$ cat config.mk
export PLATFORM = sky130hd
export DESIGN_NAME = demux_src_arbiter
export DESIGN_NICKNAME = d
export VERILOG_FILES = /design/src/rtl/demux_pkg.sv /design/src/rtl/demux_src_arbiter_rr_pick.sv /design/src/rtl/demux_src_arbiter.sv
export SDC_FILE = /design/constraint.sdc
export NUM_CORES = 1
export LEC_CHECK = 0
export CAP_MARGIN = 20
export CORE_AREA = 2 2 92 94
export CTS_BUF_LIST = sky130_fd_sc_hd__clkbuf_8 sky130_fd_sc_hd__clkbuf_16
export DETAILED_ROUTE_END_ITERATION = 8
export DIE_AREA = 0 0 94 96
export PLACE_DENSITY_LB_ADDON = 0.3
export SLEW_MARGIN = 40
export SYNTH_ARGS = -nofsm -noshare
export SYNTH_HDL_FRONTEND = slang
export SYNTH_SLANG_ARGS = --single-unit
$ cat constraint.sdc
create_clock -name clk_mst -period 2.85 [get_ports clk_mst]
set_input_delay 0.855 -clock clk_mst [delete_from_list [all_inputs] [get_ports clk_mst]]
set_output_delay 0.855 -clock clk_mst [all_outputs]
set_load 0.05 [all_outputs]
$ cat src/rtl/demux_pkg.sv
// Shared types and helpers for the master-side demux front end.
package demux_pkg;

  localparam int unsigned SEL_W          = 2;
  localparam int unsigned NUM_DEST       = 3;
  localparam int unsigned BYTES_PER_WORD = 4;

  typedef enum logic {IDLE, HOLD} state_e;

  // First set bit of mask searching upward from last+1, wrapping; returns last if mask is empty.
  function automatic logic [SEL_W-1:0] rr_next(input logic [NUM_DEST-1:0] mask,
                                               input logic [SEL_W-1:0]    last);
    logic [SEL_W-1:0] res;
    logic             found;
    int unsigned      j;
    res   = last;
    found = 1'b0;
    for (int unsigned i = 1; i <= NUM_DEST; i++) begin
      j = (32'(last) + i) % NUM_DEST;
      if (!found && mask[j]) begin
        res   = SEL_W'(j);
        found = 1'b1;
      end
    end
    return res;
  endfunction

endpackage

$ cat src/rtl/demux_src_arbiter_rr_pick.sv
// Combinational round-robin picker: winner after last_i among eligible requesters.
module rr_pick
  import demux_pkg::*;
(
  input  logic [NUM_DEST-1:0] elig_i,
  input  logic [SEL_W-1:0]    last_i,
  output logic [SEL_W-1:0]    winner_o,
  output logic                any_o
);

  always_comb begin
    winner_o = rr_next(elig_i, last_i);
    any_o    = |elig_i;
  end

endmodule

$ cat src/rtl/demux_src_arbiter.sv
// Round-robin arbiter feeding the shared 32-bit demux input; holds each word HOLD_CYCLES cycles.
module demux_src_arbiter
  import demux_pkg::*;
#(
  parameter int unsigned MST_DWIDTH  = 32,
  parameter int unsigned NUM_REQ     = 3,
  parameter int unsigned HOLD_CYCLES = 4
) (
  input  logic                          clk_mst,
  input  logic                          rst_n,
  input  logic [NUM_REQ-1:0]            req_i,
  input  logic [NUM_REQ*MST_DWIDTH-1:0] req_data_i,
  input  logic [NUM_REQ-1:0]            en_i,
  output logic [NUM_REQ-1:0]            ack_o,
  output logic [SEL_W-1:0]              select_o,
  output logic [MST_DWIDTH-1:0]         data_o,
  output logic                          valid_o,
  output logic                          busy_o
);

  localparam logic [3:0] HOLD_INIT = 4'(HOLD_CYCLES - 1);

  state_e                  state_q;
  logic [3:0]              cnt_q;
  logic [SEL_W-1:0]        last_q;
  logic [NUM_REQ-1:0]      ack_q;
  logic [SEL_W-1:0]        sel_q;
  logic [MST_DWIDTH-1:0]   data_q;
  logic                    valid_q;
  logic                    busy_q;

  logic [NUM_REQ-1:0]      elig_d;
  logic [SEL_W-1:0]        win_d;
  logic                    any_d;
  logic [MST_DWIDTH-1:0]   words [NUM_REQ];

  assign elig_d = req_i & en_i;

  for (genvar k = 0; k < NUM_REQ; k++) begin : g_unpack
    assign words[k] = req_data_i[k*MST_DWIDTH +: MST_DWIDTH];
  end

  rr_pick u_pick (
    .elig_i   (elig_d),
    .last_i   (last_q),
    .winner_o (win_d),
    .any_o    (any_d)
  );

  always_ff @(posedge clk_mst) begin
    if (!rst_n) begin
      state_q <= IDLE;
      cnt_q   <= '0;
      last_q  <= SEL_W'(NUM_REQ - 1);
      ack_q   <= '0;
      sel_q   <= '0;
      data_q  <= '0;
      valid_q <= 1'b0;
      busy_q  <= 1'b0;
    end else begin
      ack_q <= '0;
      case (state_q)
        IDLE: begin
          valid_q <= 1'b0;
          if (any_d) begin
            data_q       <= words[win_d];
            sel_q        <= win_d;
            valid_q      <= 1'b1;
            ack_q[win_d] <= 1'b1;
            last_q       <= win_d;
            cnt_q        <= HOLD_INIT;
            busy_q       <= 1'b1;
            state_q      <= HOLD;
          end
        end
        HOLD: begin
          if (cnt_q == 4'd0) begin
            valid_q <= 1'b0;
            busy_q  <= 1'b0;
            state_q <= IDLE;
          end else begin
            cnt_q <= cnt_q - 4'd1;
          end
        end
      endcase
    end
  end

  assign ack_o    = ack_q;
  assign select_o = sel_q;
  assign data_o   = data_q;
  assign valid_o  = valid_q;
  assign busy_o   = busy_q;

endmodule

==> metrics.md, run 1 <==
| Metric | Value |
|---|---|
| Starting Density | `37.3%` |
| Final instance area | `5080 um^2` |
| Min-delay worst type | `flip-flop to flip-flop` |
| Worst Path Max Fanout | `6` |
| DR WL met3 | `566 um` |
| DRC viols | `0` |
| CP Class | `input pin to flip-flop` |
| Cell family with most CP delay | `compound AO/OA/AOI/OAI gates` |
| Flop pwr share | `26.0%` |
| Slew @ Worst Pin | `538 ps` |
| Max H-tree Level | `2` |
| Area leader, netlist | `dfxtp_1` |
| Reg2reg start | `last_q[1]$_SDFFE_PN1P_` |
| Clock Power Share | `15.1%` |
| RSZ-0062 raised after global routing | `false` |
| Finish-stage setup viols | `0` |
| Commonest register cell after synthesis | `dfxtp_1` |
| Largest net degree at the start of global routing | `49` |
| Psw | `1.39 mW` |
| F_max | `364 MHz` |
| Placement Cell Area | `4780 um^2` |
| Async set or reset register ratio after synthesis | `0%` |
| Grt ovf | `0` |
| Total track usage | `21.6%` |
| Max cap viols | `0` |
| # rows | `33` |
| Worst R2R Setup Slack | `130 ps` |
| Die height | `96 um` |
| CTS Hold Bufs | `0` |
| Worst slew margin | `64.0%` |
| Pwr per Cell Area | `666 nW/um^2` |
| Layout cells sized above 1 | `19.8%` |
| Req. time, crit path | `3040 ps` |
| Max layer used | `met4` |
| WL met2 | `5100 um` |
| Worst-skew pair later-pin latency | `300 ps` |
| Core footprint | `8050 um^2` |
| Min-delay src | `valid_o$_SDFFE_PN0P_` |
| Worst Setup Start Kind | `input pin` |
| Status | `complete, no violations` |
| Clk sinks | `45` |
| Post-route ant nets | `0` |
| Vias/cell | `5.73` |
| Setup TNS | `0 ps` |
| Netlist cell types | `42` |
| Synth top area share | `30.0%` |
| DR pass1 iterations | `4` |
| Clk slew on worst S/H paths | `90 ps` |
| Setup Skew | `14.1 ps` |
| Final #Nets | `597` |
| Area Growth Syn to Fin | `69.4%` |
| Final Critical Period | `2750 ps` |
| Arr. time, crit path | `2930 ps` |
| Int Power | `1.99 mW` |
| DRT met1 WL | `4280 um` |
| Max incr delay on CP | `350 ps` |
| Max Buffers Root-to-Sink | `2` |
| Tot Pwr | `3.38 mW` |
| 1st-iter DRT viols | `148` |
| Buffers plus inverters on the worst setup path | `5` |
| Mapped cell area | `3000 um^2` |
| CTS tree | `yes` |
| Syn_nets | `434` |
| Final period util | `96.3%` |
| Crit path cell chain | `clkdlybuf4s15_1 -> nand2_1 -> a221o_1 -> buf_4 -> o311a_4 -> o21ai_4 -> buf_6 -> buf_12 -> buf_12 -> mux2_2 -> a221o_1` |
| Leak | `1.94 nW` |
| Final wirelength | `10200 um` |
| Post-Syn Instances | `325` |
| Vias | `3401` |
| Synthesis-stage register bit count | `45` |
| CTS Root Buffer Type | `clkbuf_8` |
| Seq/Total Area, Yosys | `30.0%` |
| Routability cong. | `0.828` |
| Setup crit start | `en_i[1]` |
| Yosys warns | `0` |
| Syn Area/Cell | `9.24 um^2` |
| Combinational fraction of design power | `58.8%` |
| Maximum VDD drop | `0.000421 V` |
| Number of CTS-inserted buffers | `5` |
| Slowest stage cell, crit path | `a221o_1` |
| Die Area | `9020 um^2` |
| I/O Buffers | `142` |
| Final Slew Violations | `0` |
| Top post-synthesis cells by area | `dfxtp_1, nor4b_1, mux2_2` |
| Final core utilization | `63.1%` |
| Final hold vios | `0` |
| Top Ports | `143` |
| Diode count | `0` |
| Post-synth EDFFs | `0` |
| Initial antenna violation count | `0` |
| Placed wire-length estimate | `7130 um` |
| Sw Share | `41.2%` |
| Global-route wire length before repair | `15800 um` |
| Hold WS | `484 ps` |
| Die width | `94 um` |
| Endpoint class of the critical path | `flip-flop` |
| Filler Cells Inserted | `720` |
| Vias in the first global route | `3422` |
| Mean routed wirelength per cell | `17.1 um` |
power by group through the flow:
stage | logic, mW | clock network (mW) | registers (mW)
2_1_floorplan | 0.724 | 0 | 1.30
3_3_place_gp | 1.78 | 0 | 0.889
3_5_place_dp | 1.82 | 0 | 0.888
4_1_cts | 1.99 | 0.530 | 0.880
5_1_grt | 2.11 | 0.548 | 0.898
6_report | 1.99 | 0.512 | 0.881
per-layer routing:
metal  vias to the layer above  global-route usage, %
met5                         -                      0
met4                         0                   6.04
met3                        13                   4.07
met2                       113                   38.2
met1                      1659                   26.8
li1                       1616                      -
repair_timing:
action / in CTS / in global routing
gates cloned: 3 / 0
pin swaps: 4 / 5
resized for setup: 13 / 11
setup endpoints to repair: 32 / 24
buffers inserted: 5 / 1
cell usage in the layout (no fill, tap or decap), types with 3 or more instances in the layout:
cell,count
a211oi_1,3
a221o_1,33
buf_12,9
buf_4,30
clkbuf_8,6
clkdlybuf4s15_1,3
clkdlybuf4s50_1,136
dfxtp_1,45
ha_1,3
inv_1,7
mux2_2,32
nand2_1,9
nand3_1,6
nor2_1,43
nor3_1,3
nor4b_1,64
o211a_1,3
o211ai_1,3
o21a_1,4
o21ai_0,4
worst paths after layout:
check | endpoint | depth (start not counted)
worst max-delay path | data_o[17]$_SDFFE_PN0P_ | 11
worst min-delay path | valid_o$_SDFFE_PN0P_ | 1
worst max register to register | data_o[17]$_SDFFE_PN0P_ | 10
worst min register to register | valid_o$_SDFFE_PN0P_ | 1
flip-flops by register name, summed over array words and instances (netlist names):
| name | flops |
|---|---|
| select_o | 1 |
| data_o | 32 |
| last_q | 2 |
| busy_o | 1 |
| valid_o | 1 |
| ack_o | 3 |
| state_q | 1 |
| cnt_q | 4 |
per-stage QoR:
| stage | cells | setup WS [ps] |
|---|---|---|
| final | 594 | 105 |
| after global routing | 594 | 0.132 |
| after CTS | 593 | 10.6 |
| after detailed placement | 577 | -468 |
| after global placement | 577 | -455 |
| after floorplan | 325 | 145 |
layout make-up:
| class | count | area, um^2 | share of cell area, % |
|---|---|---|---|
| Inverter | 7 | 26.3 | 0.517 |
| Tap cell | 105 | 131 | 2.58 |
| Multi-Input combinational cell | 242 | 1960 | 38.6 |
| Clock buffer | 6 | 82.6 | 1.62 |
| Sequential cell | 45 | 901 | 17.7 |
| Clock inverter | 2 | 37.5 | 0.738 |
| Timing Repair Buffer | 187 | 1940 | 38.2 |
cell usage after synthesis, types with 4 or more instances:
cell type,count
nor4b_1,64
dfxtp_1,45
nor2_1,44
a221o_1,33
mux2_2,32
clkbuf_1,16
nand2_1,10
buf_2,7
inv_1,7
nand3_1,6
buf_6,5
ha_1,5
o21a_1,4
o21ai_0,4
logic make-up (layout without fill, tap and decap cells):
group                    after synthesis  after routing  share of synthesized area [%]
flip-flops                            45             45                           30.0
adder cells (fa/ha/maj)                5              5                           2.08
buffers and inverters                 38            202                           6.59
XOR/XNOR                               2              2                          0.584
AO/OA/AOI/OAI                         64             64                           18.8
multiplexers                          32             32                           12.0
AND/OR/NAND/NOR                      139            139                           29.9
worst reg2reg max path: stages (launching register included):
cell	delay (ps)
dfxtp_1	430
ha_2	370
or2_1	270
o221a_4	280
o311a_4	140
o21ai_4	170
buf_6	160
buf_12	100
buf_12	110
mux2_2	330
a221o_1	260
Note: power is estimated with default switching activity, not from simulation.
==> run 2: changes to the inputs <==
Settings changed: CORE_AREA 2 2 92 94 to 2 2 90 92, DIE_AREA 0 0 94 96 to 0 0 92 94, HOLD_SLACK_MARGIN from default to 0.03, SKIP_CTS_REPAIR_TIMING from default to 1.
Clock period 2.85 ns to 2.8 ns, I/O delays scaled along.
==> run 2 against run 1 <==
Effect of this change:
- worst hold slack improved by 3.5 ps
- power decreased by 0.93%
- highest routed layer unchanged
- routed wire length decreased by 2.3%
- die area decreased by 4.2%
==> metrics.md, run 2 (same netlist as run 1, synthesis figures left out) <==
| Metric | Value |
|---|---|
| Routability cong. | `0.909` |
| Die Area | `8650 um^2` |
| CP Class | `input pin to flip-flop` |
| Final #Nets | `584` |
| Total track usage | `21.4%` |
| Layout cells sized above 1 | `16.8%` |
| Worst-skew pair later-pin latency | `300 ps` |
| Hold WS | `488 ps` |
| Final wirelength | `9920 um` |
| Critical Path Stages | `9` |
| CTS Root Buffer Type | `clkbuf_8` |
| Clk sinks | `45` |
| Diode count | `0` |
| Endpoint class of the critical path | `flip-flop` |
| Placed Cells | `568` |
| Max cap viols | `0` |
| Most frequent cells in the layout | `clkdlybuf4s50_1, nor4b_1, dfxtp_1, nor2_1, a221o_1` |
| Placement Cell Area | `4730 um^2` |
| DR pass1 iterations | `4` |
| Final Critical Period | `2710 ps` |
| Area Growth Syn to Fin | `64.3%` |
| Vias | `3340` |
| Arr. time, crit path | `2900 ps` |
| # rows | `32` |
| Final hold vios | `0` |
| Worst slew margin | `62.8%` |
| Die height | `94 um` |
| Tot Pwr | `3.35 mW` |
| Finish-stage setup viols | `0` |
| Slew @ Worst Pin | `556 ps` |
| Worst slack, placed | `-514 ps` |
| Hold path cells | `1` |
| Placed wire-length estimate | `6950 um` |
| Final instance area | `4930 um^2` |
| Pwr per Cell Area | `680 nW/um^2` |
| CTS tree | `yes` |
| Status | `complete, no violations` |
| Leak | `1.90 nW` |
| Cell family with most CP delay | `compound AO/OA/AOI/OAI gates` |
| 1st-iter DRT viols | `153` |
| Setup TNS | `0 ps` |
| Worst Path Max Fanout | `12` |
| Largest net degree at the start of global routing | `27` |
| Grt ovf | `0` |
| Number of CTS-inserted buffers | `5` |
| Final core utilization | `64.8%` |
| Req. time, crit path | `3000 ps` |
| Buffers plus inverters on the worst setup path | `3` |
| Setup Skew | `5.13 ps` |
| Mean routed wirelength per cell | `17.2 um` |
| Die width | `92 um` |
| Min-delay worst type | `flip-flop to flip-flop` |
| Crit path top cell by count | `a221o_1` |
| Starting Density | `39.5%` |
| Commonest non-fill, non-tap cell in the layout | `clkdlybuf4s50_1` |
| Setup WS post-layout | `93.2 ps` |
| Final Slew Violations | `0` |
| Slowest stage cell, crit path | `a221o_1` |
| Top Ports | `143` |
| Clk slew on worst S/H paths | `90 ps` |
| Global-route wire length before repair | `14900 um` |
| Max H-tree Level | `2` |
| Max incr delay on CP | `400 ps` |
| Core footprint | `7610 um^2` |
| Max Buffers Root-to-Sink | `2` |
| Fin cells | `578` |
| Final period util | `96.7%` |
| Worst Setup Start Kind | `input pin` |
| R2R depth | `10` |
| I/O Buffers | `142` |
| Vias in the first global route | `3189` |
| Filler Cells Inserted | `620` |
| Vias/cell | `5.78` |
| Crit path cell chain | `dlymetal6s2s_1 -> nand3b_1 -> a221o_1 -> a222oi_1 -> buf_4 -> clkbuf_16 -> nor4b_1 -> mux2_2 -> a221o_1` |
| Maximum VDD drop | `0.000347 V` |
| Post-route ant nets | `0` |
| DRC viols | `0` |
| Initial antenna violation count | `0` |
| F_max | `369 MHz` |
| Max reg flops | `32` |
[run 2: report_power, final]
group          internal (mW)  switching [mW]  leakage, nW
clock                  0.355           0.238       0.0681
sequential             0.783           0.115        0.370
combinational          0.818            1.04         1.47
[run 2: layer usage]
metal / wire length (um) / global-route usage, % / vias to the layer above
li1: - / - / 1583
met1: 4080 / 27.3 / 1615
met2: 4980 / 36.9 / 135
met3: 775 / 4.74 / 7
met4: 85 / 4.60 / 0
met5: 0 / 0 / -
[run 2: final cells by class]
| type | count | area [um^2] | area share, % |
|---|---|---|---|
| Timing Repair Buffer | 174 | 1810 | 36.6 |
| Sequential cell | 45 | 902 | 18.3 |
| Multi-Input combinational cell | 242 | 1940 | 39.3 |
| Inverter | 7 | 26.3 | 0.533 |
| Tap cell | 102 | 128 | 2.59 |
| Clock inverter | 3 | 65.1 | 1.32 |
| Clock buffer | 5 | 68.8 | 1.40 |
[run 2: worst paths after layout]
kind	slack, ps	startpoint	end
worst max-delay path	90	req_i[2]	data_o[21]$_SDFFE_PN0P_
worst min register to register	490	valid_o$_SDFFE_PN0P_	valid_o$_SDFFE_PN0P_
worst max register to register	120	last_q[0]$_SDFFE_PN0P_	data_o[21]$_SDFFE_PN0P_
worst min-delay path	490	valid_o$_SDFFE_PN0P_	valid_o$_SDFFE_PN0P_
==> run 3: changes to the inputs <==
Settings changed: CAP_MARGIN 20 to 5, CELL_PAD_IN_SITES_DETAIL_PLACEMENT from default to 0, CELL_PAD_IN_SITES_GLOBAL_PLACEMENT from default to 2, CORE_AREA 2 2 90 92 to 2 2 118 120, DIE_AREA 0 0 92 94 to 0 0 120 122, MAX_ROUTING_LAYER from default to met4.
==> run 3 against run 2 <==
Effect of this change:
- register-to-register slack improved by 50 ps
- sequential share of layout area shrank 0.91 points
- combinational power up 9%
- critical endpoint is now data_o[27]$_SDFFE_PN0P_
==> metrics.md, run 3 (same netlist as run 1, synthesis figures left out) <==
| Metric | Value |
|---|---|
| Status | `complete, no violations` |
| I/O Buffers | `142` |
| Filler Cells Inserted | `1357` |
| RSZ-0062 raised after global routing | `false` |
| Worst R2R Setup Slack | `170 ps` |
| Pwr per Cell Area | `704 nW/um^2` |
| Final period util | `93.9%` |
| CTS Root Buffer Type | `clkbuf_16` |
| Worst r2r dst | `data_o[27]$_SDFFE_PN0P_` |
| Setup WS post-layout | `170 ps` |
| Final core utilization | `38.4%` |
| Initial antenna violation count | `0` |
| F_max | `380 MHz` |
| Global-route wire length before repair | `17800 um` |
| DRT met1 WL | `5290 um` |
| Placed wire-length estimate | `7990 um` |
| Starting Density | `22.2%` |
| Final wirelength | `11700 um` |
| Die Area | `14600 um^2` |
| Min-delay src | `valid_o$_SDFFE_PN0P_` |
| Total track usage | `15.7%` |
| Final hold vios | `0` |
| Area Growth Syn to Fin | `72.9%` |
| Vias/cell | `5.10` |
| Vias in the first global route | `3421` |
| Most frequent cells in the layout | `clkdlybuf4s50_1, nor4b_1, dfxtp_1, nor2_1, a221o_1` |
| Tot Pwr | `3.65 mW` |
| Grt ovf | `0` |
| Largest net degree at the start of global routing | `47` |
| Layout cells sized above 1 | `18.2%` |
| Maximum VDD drop | `0.000269 V` |
| DR WL met3 | `542 um` |
| Max cap viols | `0` |
| Core footprint | `13500 um^2` |
| Leak | `1.99 nW` |
| Fin cells | `664` |
| Hold path endpoint | `valid_o$_SDFFE_PN0P_` |
| Setup Skew | `8.52 ps` |
| Commonest non-fill, non-tap cell in the layout | `clkdlybuf4s50_1` |
| Endpoint class of the critical path | `flip-flop` |
| Mean routed wirelength per cell | `17.7 um` |
| Clk slew on worst S/H paths | `60 ps` |
| Req. time, crit path | `2980 ps` |
| Max Buffers Root-to-Sink | `2` |
| Final Slew Violations | `0` |
| DR pass1 iterations | `5` |
| Die width | `120 um` |
| Worst-skew pair later-pin latency | `300 ps` |
| R2R depth | `9` |
| CP Class | `flip-flop to flip-flop` |
| Worst Setup Start Kind | `flip-flop` |
| Min-delay worst type | `flip-flop to flip-flop` |
| Placed Cells | `648` |
| 1st-iter DRT viols | `196` |
| Final Critical Period | `2630 ps` |
| Clk sinks | `45` |
| Hold path cells | `1` |
| Slew @ Worst Pin | `548 ps` |
| Die height | `122 um` |
| Arr. time, crit path | `2810 ps` |
| Vias | `3386` |
| Top Ports | `143` |
| Final #Nets | `592` |
| CTS tree | `yes` |
| DRC viols | `0` |
| Max layer used | `met4` |
| Hold WS | `476 ps` |
| Reg2reg start | `last_q[1]$_SDFFE_PN1P_` |
| Post-route ant nets | `0` |
| WL met2 | `5670 um` |
| # rows | `43` |
| Number of CTS-inserted buffers | `5` |
| Finish-stage setup viols | `0` |
| Max H-tree Level | `2` |
| Worst slew margin | `63.4%` |
| Max reg flops | `32` |
| Routability cong. | `0.809` |
| Worst slack, placed | `-504 ps` |
| Diode count | `0` |
| Worst Path Max Fanout | `25` |
==> run 3: cell types whose count changed in the layout (fill, tap and decap cells not counted), sizes merged <==
cell / before / now
buf: 31 / 37
clkinv: 1 / 0
inv: 7 / 8
bufinv: 2 / 1
clkbuf: 6 / 9
==> run 3: final cells by class <==
cell class / instances / area [um^2] / share of cell area (%)
clock inverter: 2 / 33.8 / 0.651
clock buffer: 6 / 139 / 2.68
multi-input combinational: 242 / 1950 / 37.6
inverter: 7 / 26.3 / 0.506
tap: 180 / 225 / 4.34
sequential: 45 / 902 / 17.4
timing repair buffer: 182 / 1910 / 36.8
==> run 3: power by group <==
group          switching (mW)  internal, mW
logic                    1.11         0.928
clock network           0.276         0.443
registers               0.116         0.784
total                    1.50          2.16
==> run 3: worst max path at each step <==
stage                                start                 endpoint  slack (ps)  cells after the start
detailed placement                req_i[2]  data_o[24]$_SDFFE_PN0P_        -500                      9
global route        last_q[0]$_SDFFE_PN0P_  data_o[24]$_SDFFE_PN0P_          40                     11
global placement                  req_i[2]   data_o[8]$_SDFFE_PN0P_        -440                      9
finish              last_q[1]$_SDFFE_PN1P_  data_o[27]$_SDFFE_PN0P_         170                      9
CTS                               req_i[2]  data_o[24]$_SDFFE_PN0P_        -200                      9
floorplan           last_q[0]$_SDFFE_PN0P_  data_o[10]$_SDFFE_PN0P_          90                     10
==> run 3: layer usage <==
metal	vias to the layer above	track usage [%]
met3	17	2.43
met4	0	6.18
met1	1645	19.8
met5	-	-
met2	122	25.2
li1	1602	-
==> run 3: critical path: stages (launching register included) <==
cell and delay (ps):
dfxtp_2 380, inv_1 100, ha_1 290, or2_1 280, o221a_2 290, o311a_1 170
o21ai_4 180, buf_12 220, mux2_2 350, a221o_1 260
==> run 3: per-stage QoR <==
step | TNS, ps | instance area, um^2
floorplan | 0 | 3000
global placement | -13960 | 4820
detailed placement | -16180 | 4850
CTS | -5580 | 5020
global route | 0 | 5190
finish | 0 | 5190
